$ cat config.mk
export PLATFORM = sky130hd
export DESIGN_NAME = display_scan_ctrl
export DESIGN_NICKNAME = d
export VERILOG_FILES = /design/src/rtl/display_scan_ctrl.sv
export SDC_FILE = /design/constraint.sdc
export NUM_CORES = 1
export LEC_CHECK = 0
export CAP_MARGIN = 0
export CORE_UTILIZATION = 58
export CTS_BUF_LIST = sky130_fd_sc_hd__clkbuf_4
export DETAILED_ROUTE_END_ITERATION = 8
export MAX_ROUTING_LAYER = met4
export PLACE_DENSITY = 0.94
export SLEW_MARGIN = 20
export SYNTH_ARGS = -nofsm -noshare
export SYNTH_HDL_FRONTEND = slang
export SYNTH_SLANG_ARGS = --single-unit
export TNS_END_PERCENT = 20
$ cat constraint.sdc
create_clock -name clk -period 2.2 [get_ports clk]
set_input_delay 0.44 -clock clk [delete_from_list [all_inputs] [get_ports clk]]
set_output_delay 0.44 -clock clk [all_outputs]
set_load 0.05 [all_outputs]
$ cat src/rtl/display_scan_ctrl.sv
// Purpose: time-multiplexed scan of NUM_DIGITS 7-segment digits with dead time and PWM brightness.
// Latency: all outputs registered; enable seen at cycle t starts a frame (frame_start) at t+1.
// Backpressure: one-deep pending buffer; upd_ready drops after a transfer and returns once the
//               pending value is moved into the displayed (shadow) set at a frame boundary or in IDLE.
module display_scan_ctrl #(
  parameter int NUM_DIGITS = 2,
  parameter int DWELL      = 1024,
  parameter int BLANK      = 16
) (
  input  logic                      clk,
  input  logic                      reset,
  input  logic                      enable,
  input  logic [4*NUM_DIGITS-1:0]   digits_in,
  input  logic                      upd_valid,
  output logic                      upd_ready,
  input  logic [3:0]                brightness,
  output logic [3:0]                seg_val,
  output logic [NUM_DIGITS-1:0]     digit_en,
  output logic                      frame_start
);

  localparam int IW   = $clog2(NUM_DIGITS);
  localparam int CMAX = (DWELL > BLANK) ? DWELL : BLANK;
  // One spare bit so the PWM threshold can reach DWELL itself (full brightness).
  localparam int CW   = $clog2(CMAX) + 1;
  localparam int STEP = DWELL / 16;

  localparam logic [IW-1:0] LAST_IDX  = IW'(NUM_DIGITS - 1);
  localparam logic [CW-1:0] DWELL_END = CW'(DWELL - 1);
  localparam logic [CW-1:0] BLANK_END = CW'(BLANK - 1);

  typedef enum logic [1:0] {S_IDLE, S_BLANK, S_ON} state_t;

  state_t                    state;
  logic [IW-1:0]             idx;
  logic [IW-1:0]             idx_nxt;
  logic [CW-1:0]             cnt;
  logic [CW-1:0]             cnt_inc;
  logic [CW-1:0]             thr;
  logic [3:0]                b_lat;
  logic [4*NUM_DIGITS-1:0]   shadow;
  logic [4*NUM_DIGITS-1:0]   pending;
  logic [4*NUM_DIGITS-1:0]   shadow_nxt;
  logic [NUM_DIGITS-1:0]     sel_onehot;
  logic                      slot_end;
  logic                      boundary;
  logic                      accept;
  logic                      consume;

  assign cnt_inc    = cnt + CW'(1);
  // ON window length in cycles: (b_lat+1) sixteenths of the slot.
  assign thr        = CW'({1'b0, b_lat} + 5'd1) * CW'(STEP);
  assign sel_onehot = {{(NUM_DIGITS-1){1'b0}}, 1'b1} << idx;
  assign slot_end   = (state == S_ON) && (cnt == DWELL_END);
  // Frame boundary: last ON cycle of the last digit while still scanning.
  assign boundary   = enable && slot_end && (idx == LAST_IDX);
  assign accept     = upd_valid && upd_ready;
  // Pending data is only released into the display at a frame edge, or straight away when idle.
  assign consume    = !upd_ready && (boundary || (state == S_IDLE));
  assign shadow_nxt = consume ? pending : shadow;

  // Next digit index: cleared when disabled, advanced (with wrap) at the end of each ON slot.
  always_comb begin
    idx_nxt = idx;
    if (!enable) begin
      idx_nxt = '0;
    end else if (slot_end) begin
      idx_nxt = (idx == LAST_IDX) ? '0 : idx + IW'(1);
    end
  end

  // Update path: pending buffer, displayed shadow copy, and the value sent to the decoder.
  always_ff @(posedge clk or negedge reset) begin
    if (!reset) begin
      pending   <= '0;
      shadow    <= '0;
      upd_ready <= 1'b1;
      seg_val   <= 4'h0;
    end else begin
      shadow  <= shadow_nxt;
      seg_val <= shadow_nxt[{idx_nxt, 2'b00} +: 4];
      if (accept) begin
        pending   <= digits_in;
        upd_ready <= 1'b0;
      end else if (consume) begin
        upd_ready <= 1'b1;
      end
    end
  end

  // Scan FSM: IDLE -> BLANK -> ON -> BLANK ..., with registered digit enables and frame pulse.
  always_ff @(posedge clk or negedge reset) begin
    if (!reset) begin
      state       <= S_IDLE;
      idx         <= '0;
      cnt         <= '0;
      b_lat       <= 4'h0;
      digit_en    <= '0;
      frame_start <= 1'b0;
    end else begin
      idx         <= idx_nxt;
      frame_start <= 1'b0;
      if (!enable) begin
        state    <= S_IDLE;
        cnt      <= '0;
        digit_en <= '0;
      end else begin
        case (state)
          S_IDLE: begin
            state       <= S_BLANK;
            cnt         <= '0;
            digit_en    <= '0;
            frame_start <= 1'b1;
          end
          S_BLANK: begin
            if (cnt == BLANK_END) begin
              // First ON cycle is always lit: the threshold is at least DWELL/16.
              state    <= S_ON;
              cnt      <= '0;
              b_lat    <= brightness;
              digit_en <= sel_onehot;
            end else begin
              cnt <= cnt_inc;
            end
          end
          S_ON: begin
            if (cnt == DWELL_END) begin
              state       <= S_BLANK;
              cnt         <= '0;
              digit_en    <= '0;
              frame_start <= (idx == LAST_IDX);
            end else begin
              cnt      <= cnt_inc;
              digit_en <= (cnt_inc < thr) ? sel_onehot : '0;
            end
          end
          default: begin
            state    <= S_IDLE;
            cnt      <= '0;
            digit_en <= '0;
          end
        endcase
      end
    end
  end

endmodule
==> impl_metrics.py, run 1 <==
metrics = {
    "outcome": {
        "status": "finished clean",
    },
    "grt": {
        "grt_max_degree": 19,
        "grt_pass1_vias": 1552,
        "grt_pass1_wl_mm": 7.22,
        "overflow": 0,
        "grt_use_total": 0.249,
        "antenna_found_initial": 0,
    },
    "critical_path": {
        "path_cells": "ha_4 > nand2_4 > nor2_1 > and3_1 > xor2_1 > ha_1 > a21o_1 > a211oi_2 > o2111ai_1 > nand2_1",
        "crit_path_start_kind": "flip-flop",
        "critPathBufInv": 0,
        "critical_path_class": "reg2reg",
        "r2r_slack_ns": 0.13,
        "cp-end-kind": "flip-flop",
        "cpPeakStageDelay_ns": 0.46,
        "crit_family": "compound AO/OA/AOI/OAI gates",
        "arrival_ns": 2.39,
        "r2r_cells": 10,
        "required_ns": 2.52,
        "slowest_stage": "dfrtp_1",
        "reg2reg_from": "cnt[0]",
        "cp.depth": 10,
        "worst-path-max-fanout": 5,
        "r2r_end": "digit_en[0]",
    },
    "route": {
        "maxUsedRoutingLayer": "met4",
        "met2_length_mm": 2.25,
        "wl_per_cell_microns": 16.7,
        "num_vias": 1470,
        "drt-pass1-iter-count": 4,
        "drtAntennaViolNets": 0,
        "initialDrtViolationCount": 57,
        "drt-vias-per-instance": 5.76,
        "routed_wl_mm": 4.25,
        "wl_met3_microns": 125,
        "wl_met1_mm": 1.78,
        "post-route-drc-count": 0,
    },
    "pwr": {
        "combinationalPowerShare": 0.370,
        "pwr-share-seq": 0.431,
        "irDropWorstVdd_mv": 0.717,
        "power_density_mw_per_mm2": 1020,
        "leakagePower_nw": 1.15,
        "clkPwrFrac": 0.199,
        "netSwitchingFraction": 0.356,
        "p_int_mw": 1.70,
        "net-switching-power_mw": 0.936,
    },
    "cells_and_area": {
        "drive_above_1_share": 0.292,
        "layout.cells.non_filler": 255,
        "area_growth_pct": 19.8,
        "antennaDiodeCount": 0,
        "nets": 233,
        "fillers": 226,
        "final_area_sq_mm": 0.00258,
        "final_core_util": 0.750,
    },
    "sta": {
        "period_share": 0.942,
        "final_max_slew_viol_count": 0,
        "relSlewSlack": 0.654,
        "min_period_ns": 2.07,
        "fmax_mhz": 483,
        "hold_violations": 0,
        "tns_ns": 0,
        "worst_slew_pin_slew_ns": 0.518,
        "finClkSkew_ns": 0.00125,
        "setup_viol": 0,
    },
    "logic_synthesis": {
        "yosysWarnings": 0,
        "synth-edff-count": 0,
        "netlist.area_leader.share": 0.476,
        "yosysSeqAreaShare": 0.488,
        "synth_top_area_cell": "dfrtp_1",
        "ys_seq_elements": 42,
        "synth.avg_cell_area_sq_um": 12.3,
        "netlist_area_sq_mm": 0.00216,
        "synth.distinct_cells": 43,
        "yosys-top-cells-area": "dfrtp_1, mux2_2, ha_1, mux2_4, xnor2_1",
        "synth-main-ff-cell": "dfrtp_1",
        "async_reset_ff_frac": 1.00,
        "synth.most_common_cell": "dfrtp_1",
        "synth_top_cells_by_count": "dfrtp_1, mux2_2, ha_1",
        "syn-num-nets": 200,
        "synth_cells": 175,
    },
    "worst_hold_path": {
        "hold_path.class": "in2async",
    },
    "placement": {
        "placedInstanceArea_sq_mm": 0.00243,
        "place_inst": 245,
        "gp_congestion": 0.862,
        "dp_hpwl_mm": 3.10,
        "numPortBuffers": 23,
    },
    "job": {
        "maxCapViolations": 0,
    },
    "floorplan": {
        "start_util": 0.626,
        "die_h_microns": 63.0,
        "pin_count": 24,
        "core_area_sq_mm": 0.00344,
        "rows": 21,
        "fp.dieArea_sq_mm": 0.00396,
        "fp.dieW_microns": 63.0,
    },
    "clocking": {
        "clock-root-buffer": "clkbuf_4",
        "clkTransAtPathRegs_ns": 0.13,
        "htreeDepth": 2,
        "clkSinkCount": 42,
        "insertion_delay_ns": 0.36,
        "cts_tree": "built",
        "cts_buffer_depth": 2,
        "cts_buffers": 5,
    },
}
## per-layer routing
layer	up-vias	track usage
met2	28	0.417
met3	11	0.0566
met5	-	-
met1	749	0.286
met4	0	0.108
li1	682	-
## cell usage in the layout (no fill, tap or decap), types with 2 or more instances in the layout
cell type | netlist | layout
dfrtp_1 | 41 | 40
clkdlybuf4s50_1 | 0 | 21
mux2_2 | 15 | 15
nand3_1 | 8 | 8
inv_1 | 8 | 8
ha_1 | 9 | 8
nand2_1 | 7 | 7
nor2_2 | 6 | 7
buf_4 | 0 | 7
clkbuf_4 | 0 | 6
xor2_1 | 5 | 5
mux2i_1 | 5 | 5
nand2b_1 | 5 | 5
a21oi_1 | 5 | 5
xnor2_1 | 6 | 5
and3_1 | 4 | 4
a22oi_1 | 4 | 4
mux2_4 | 4 | 4
nor2_1 | 4 | 3
nor2b_1 | 3 | 3
nor2b_2 | 3 | 3
o2111ai_1 | 3 | 3
nand3_4 | 1 | 2
o21ai_0 | 2 | 2
a32oi_1 | 2 | 2
## worst max-delay path by stage
stage                   start           to
floorplan              cnt[0]  digit_en[0]
global placement       cnt[0]  digit_en[1]
detailed placement     cnt[0]  digit_en[0]
CTS                 upd_ready    upd_ready
global route           cnt[4]  digit_en[1]
finish                 cnt[0]  digit_en[0]
## metrics by stage
stage               total power, mW  hold WS [ns]  setup WS (ns)
global placement               2.02         0.343          0.127
detailed placement             2.11         0.346        -0.0112
finish                         2.63         0.483          0.128
global route                   2.77         0.494        -0.0124
floorplan                      1.86         0.144          0.206
CTS                            2.62         0.490         0.0114
## timing repair
| action | in CTS | in global routing |
|---|---|---|
| setup endpoints to repair | 2 | 10 |
| gates resized for setup | 1 | 8 |
| hold endpoints to repair | 12 | 0 |
| setup buffers | 0 | 1 |
| hold buffers | 1 | 0 |
## flip-flops by register name, indices dropped and copies added, names as in the netlist
register	count
upd_ready	1
digit_en	2
state	2
seg_val	4
frame_start	1
pending	8
cnt	11
idx	1
shadow	8
b_lat	4
## cell families after synthesis
kind of cell	synth area share
simple gates	0.160
mux	0.135
flops	0.488
buf+inv	0.0371
xor+xnor	0.0447
fa+ha+maj	0.0522
compound gates	0.0830
## layout make-up
class / count / area [sq um] / area share
clock buffer: 6 / 45.0 / 0.0174
clock inverter: 2 / 37.5 / 0.0145
inverter: 8 / 30.0 / 0.0116
multi-input combinational: 120 / 1070 / 0.414
sequential: 42 / 1050 / 0.408
tap: 46 / 57.6 / 0.0223
timing repair buffer: 31 / 290 / 0.112
## power groups by stage
stage | clock network, mW | logic (mW) | registers [mW]
after global routing | 0.558 | 1.06 | 1.16
after detailed placement | 0 | 0.958 | 1.15
final | 0.524 | 0.973 | 1.14
after floorplan | 0 | 0.556 | 1.31
after global placement | 0 | 0.899 | 1.12
after CTS | 0.522 | 0.962 | 1.13
Power figures use the tool's default switching activity.
==> run 2: changes to the inputs <==
- GPL_TIMING_DRIVEN: unset -> 0
==> run 2 against run 1 <==
Fmax shrank 5.0%. Utilization grew 4.9 points. Largest power group unchanged. Critical path depth shrank 1. Cell count grew 3.9%. Highest routed layer unchanged. Critical endpoint is now digit_en[1].
==> impl_metrics.py, run 2 (same netlist as run 1, synthesis figures left out) <==
metrics = {
    "placement": {
        "dp_hpwl_mm": 3.12,
        "gp_congestion": 0.862,
        "numPortBuffers": 22,
        "placedInstanceArea_sq_mm": 0.00245,
        "place_inst": 244,
    },
    "job": {
        "maxCapViolations": 0,
    },
    "route": {
        "drt-pass1-iter-count": 4,
        "wl_per_cell_microns": 18.5,
        "drtAntennaViolNets": 0,
        "drt-vias-per-instance": 5.69,
        "num_vias": 1508,
        "routed_wl_mm": 4.91,
        "initialDrtViolationCount": 111,
        "post-route-drc-count": 0,
    },
    "sta": {
        "relSlewSlack": 0.653,
        "final_max_slew_viol_count": 0,
        "finClkSkew_ns": 0.0227,
        "period_share": 0.991,
        "worst_slew_pin_slew_ns": 0.519,
        "setup_viol": 0,
        "hold_violations": 0,
        "rsz0062_at_grt": "true",
        "fmax_mhz": 459,
        "min_period_ns": 2.18,
    },
    "critical_path": {
        "arrival_ns": 2.48,
        "cpPeakStageDelay_ns": 0.45,
        "reg2reg_from": "cnt[4]",
        "r2r_cells": 9,
        "crit_path_start_kind": "flip-flop",
        "path_cells": "nand3_4 > nor2_4 > nand3_2 > xnor2_2 > ha_1 > a21o_1 > a211oi_2 > o2111ai_2 > nand2_1",
        "worstSetupEndpoint": "digit_en[1]",
        "r2r_slack_ns": 0.02,
        "required_ns": 2.50,
        "worst-path-max-fanout": 5,
        "r2r_end": "digit_en[1]",
        "cp-end-kind": "flip-flop",
        "worstSetupStartpoint": "cnt[4]",
        "slowest_stage": "dfrtp_1",
        "critical_path_class": "reg2reg",
    },
    "cells_and_area": {
        "drive_above_1_share": 0.374,
        "final_cell_mix": "dfrtp_1, clkdlybuf4s50_1, mux2_2, buf_4",
        "final_area_sq_mm": 0.00275,
        "layout_commonest_cell": "dfrtp_1",
        "nets": 243,
        "reg_top3": "cnt (11), pending (8), shadow (8)",
        "antennaDiodeCount": 0,
        "area_growth_pct": 27.6,
        "fillers": 200,
        "regMostFlops": "cnt",
        "final_core_util": 0.799,
        "layout.cells.non_filler": 265,
        "largest_reg_flops": 11,
    },
    "outcome": {
        "status": "finished clean",
    },
    "grt": {
        "grt_pass1_vias": 1645,
        "grt_use_total": 0.247,
        "antenna_found_initial": 0,
        "grt_max_degree": 30,
        "overflow": 0,
        "grt_pass1_wl_mm": 7.19,
    },
    "pwr": {
        "irDropWorstVdd_mv": 0.769,
        "leakagePower_nw": 1.19,
        "p_total_mw": 2.57,
        "power_density_mw_per_mm2": 934,
    },
    "clocking": {
        "insertion_delay_ns": 0.37,
        "clkTransAtPathRegs_ns": 0.15,
        "htreeDepth": 2,
        "cts_buffer_depth": 2,
        "cts_tree": "built",
        "clock-root-buffer": "clkbuf_4",
        "clkSinkCount": 42,
        "cts_buffers": 5,
    },
    "floorplan": {
        "pin_count": 24,
        "fp.dieArea_sq_mm": 0.00396,
        "die_h_microns": 63.0,
        "rows": 21,
        "core_area_sq_mm": 0.00344,
        "fp.dieW_microns": 63.0,
        "start_util": 0.626,
    },
    "worst_hold_path": {
        "hold_path.class": "in2reg",
    },
}
==> run 2: how the worst min path moves through the flow <==
stage | from | end | depth (start not counted) | slack, ns
after CTS | enable | cnt[10] | 3 | 0.41
after global placement | shadow[3] | shadow[3] | 1 | 0.47
after detailed placement | reset | cnt[7] | 1 | 0.36
final | enable | cnt[10] | 3 | 0.40
after global routing | enable | cnt[10] | 3 | 0.42
after floorplan | reset | b_lat[0] | 0 | 0.14
==> run 2: final cells by class <==
type	instances	area, sq um	area share
Buffer	5	53.8	0.0196
Clock buffer	5	37.5	0.0136
Clock inverter	3	16.3	0.00591
Inverter	8	30.0	0.0109
Multi-Input combinational cell	120	1170	0.425
Sequential cell	42	1050	0.382
Tap cell	46	57.6	0.0209
Timing Repair Buffer	36	335	0.122
==> run 2: where the power goes <==
part / leakage (nW) / switching (mW) / internal (mW) / total (mW)
Clock: 0.0286 / 0.270 / 0.119 / 0.389
Sequential: 0.534 / 0.137 / 1.00 / 1.14
Combinational: 0.632 / 0.555 / 0.488 / 1.04
==> run 2: metrics by stage <==
step | hold WS, ns | worst slack (ns) | setup TNS [ns]
2_1_floorplan | 0.144 | 0.206 | 0
3_3_place_gp | 0.469 | -0.257 | -10.47
3_5_place_dp | 0.360 | -0.149 | -0.247
4_1_cts | 0.408 | 0.00949 | 0
5_1_grt | 0.417 | -0.0522 | -0.146
6_report | 0.402 | 0.0192 | 0
==> run 2: critical path: cells and delay by family (launching register included) <==
kind,cells,cell delay (ns)
flip-flops,1,0.45
AND/OR/NAND/NOR,4,0.56
XOR/XNOR,1,0.16
adder cells (fa/ha/maj),1,0.30
AO/OA/AOI/OAI,3,0.65
==> run 2: per-layer routing <==
layer / global-route usage / vias to the layer above / routed length, microns
met2: 0.429 / 35 / 2720
met4: 0.122 / 0 / 70
met1: 0.263 / 758 / 1950
met5: - / - / 0
li1: - / 706 / -
met3: 0.0529 / 9 / 174
==> run 2: what timing repair did <==
action / in CTS / in global routing
resized for setup: 3 / 23
endpoints found under the setup margin: 2 / 9
hold endpoints to repair: 13 / 0
gates cloned: 0 / 1
hold buffers: 1 / 0
setup buffers: 2 / 9
pin swaps: 0 / 9
==> run 3: changes to the inputs <==
- CORE_MARGIN: unset -> 4
- CORE_UTILIZATION: 58 -> 60
- DONT_BUFFER_PORTS: unset -> 1
- PLACE_DENSITY: 0.94 -> 0.88
==> run 3 against run 2 <==
Critical path depth is 2 lower. Clock skew decreased by 0.0091 ns. Sequential share of layout area up 4.8 points. Global-route usage down 4.9 points.
==> impl_metrics.py, run 3 (same netlist as run 1, synthesis figures left out) <==
metrics = {
    "clocking": {
        "htreeDepth": 2,
        "insertion_delay_ns": 0.35,
        "cts_buffer_depth": 2,
        "clock-root-buffer": "clkbuf_4",
        "clkTransAtPathRegs_ns": 0.13,
        "clkSinkCount": 42,
        "cts_buffers": 5,
        "cts_tree": "built",
    },
    "critical_path": {
        "crit_path_start_kind": "flip-flop",
        "arrival_ns": 2.36,
        "path_cells": "nand3_4 > buf_4 > o41ai_1 > o21ai_2 > nand3_2 > buf_6 > nor2b_2",
        "cpPeakStageDelay_ns": 0.71,
        "cp-end-kind": "flip-flop",
        "worst-path-max-fanout": 10,
        "required_ns": 2.45,
        "critical_path_class": "reg2reg",
        "slowest_stage": "o41ai_1",
    },
    "cells_and_area": {
        "regMostFlops": "cnt",
        "antennaDiodeCount": 0,
        "reg_top3": "cnt (11), pending (8), shadow (8)",
        "layout_commonest_cell": "dfrtp_1",
        "largest_reg_flops": 11,
        "area_growth_pct": 13.5,
        "layout.cells.non_filler": 237,
        "final_core_util": 0.716,
        "final_cell_mix": "dfrtp_1, mux2_2, inv_1",
        "nets": 215,
        "fillers": 236,
        "final_area_sq_mm": 0.00245,
        "drive_above_1_share": 0.382,
    },
    "route": {
        "drt-pass1-iter-count": 4,
        "maxUsedRoutingLayer": "met4",
        "num_vias": 1392,
        "wl_per_cell_microns": 17.5,
        "post-route-drc-count": 0,
        "initialDrtViolationCount": 86,
        "met2_length_mm": 2.16,
        "wl_met3_microns": 185,
        "drt-vias-per-instance": 5.87,
        "wl_met1_mm": 1.73,
        "routed_wl_mm": 4.14,
        "drtAntennaViolNets": 0,
    },
    "pwr": {
        "leakagePower_nw": 1.09,
        "power_density_mw_per_mm2": 1010,
        "irDropWorstVdd_mv": 0.878,
    },
    "grt": {
        "grt_pass1_wl_mm": 6.40,
        "overflow": 0,
        "grt_pass1_vias": 1395,
        "grt_max_degree": 43,
        "antenna_found_initial": 0,
        "grt_use_total": 0.197,
    },
    "sta": {
        "worst_slew_pin_slew_ns": 0.729,
        "final_max_slew_viol_count": 0,
        "hold_violations": 0,
        "fmax_mhz": 474,
        "relSlewSlack": 0.508,
        "finClkSkew_ns": 0.0136,
        "period_share": 0.959,
        "setup_viol": 0,
        "min_period_ns": 2.11,
        "postLayoutSetupSlackWorst_ns": 0.0893,
        "tns_ns": 0,
    },
    "floorplan": {
        "pin_count": 24,
        "fp.dieW_microns": 67.9,
        "rows": 21,
        "core_area_sq_mm": 0.00342,
        "start_util": 0.631,
        "fp.dieArea_sq_mm": 0.00462,
        "die_h_microns": 67.9,
    },
    "outcome": {
        "status": "finished clean",
    },
    "job": {
        "maxCapViolations": 0,
    },
    "placement": {
        "placedInstanceArea_sq_mm": 0.00221,
        "place_inst": 221,
        "gp_congestion": 0.854,
        "numPortBuffers": 0,
        "pre_cts_ws_ns": -0.0285,
        "dp_hpwl_mm": 2.75,
    },
    "worst_hold_path": {
        "hold_path.class": "in2reg",
    },
}
run 3: cell types whose count changed in the layout (fill, tap and decap cells not counted), moves of 2 or more:
cell | previous run | this run
ha_1 | 5 | 7
ha_4 | 3 | 1
buf_2 | 3 | 1
buf_4 | 11 | 6
clkdlybuf4s50_1 | 20 | 0
run 3: worst paths after layout:
check	startpoint	endpoint	slack, ns	cells after the start
setup / recovery	cnt[3]	cnt[8]	0.09	7
hold / removal	upd_valid	upd_ready	0.13	1
setup reg to reg	cnt[3]	cnt[8]	0.09	7
hold reg to reg	shadow[3]	shadow[3]	0.51	1
max in group asynchronous	reset	upd_ready	1.39	2
min in group asynchronous	reset	cnt[1]	0.55	2
run 3: metal layers:
layer / track usage / up-vias
li1: - / 649
met1: 0.220 / 701
met2: 0.319 / 36
met3: 0.0690 / 6
met4: 0.0893 / 0
met5: - / -
run 3: worst max-delay path, delay by kind of cell, from the launching register on:
kind	cells	cell delay [ns]
DFF	1	0.46
and+or+nand+nor	3	0.31
buffers and inverters	2	0.34
AOI/OAI and AO/OA	2	0.89
run 3: per-stage QoR:
step	power (mW)	hold slack (ns)
CTS	2.51	0.0999
global placement	1.95	0.146
global route	2.63	0.0901
detailed placement	2.00	0.146
finish	2.48	0.125
floorplan	1.86	0.144
run 3: final cells by class:
cell class	instances	area, sq um	share of cell area
clock inverter	3	40.0	0.0164
sequential	42	1050	0.431
tap	46	57.6	0.0235
clock buffer	5	37.5	0.0153
inverter	8	30.0	0.0123
timing repair buffer	8	75.1	0.0307
multi-input combinational	120	1100	0.451
buffer	5	50.0	0.0205
run 3: power breakdown:
group	switching, mW	internal, mW	total (mW)
Clock	0.245	0.235	0.480
Sequential	0.333	1.00	1.33
Combinational	0.300	0.367	0.667
run 3: repair_timing:
item	CTS	global route
gates resized for setup	3	13
setup buffers	1	5
cloned	0	0
pin swaps	0	6
endpoints found under the setup margin	2	6
endpoints found under the hold margin	42	0
hold buffers	2	0
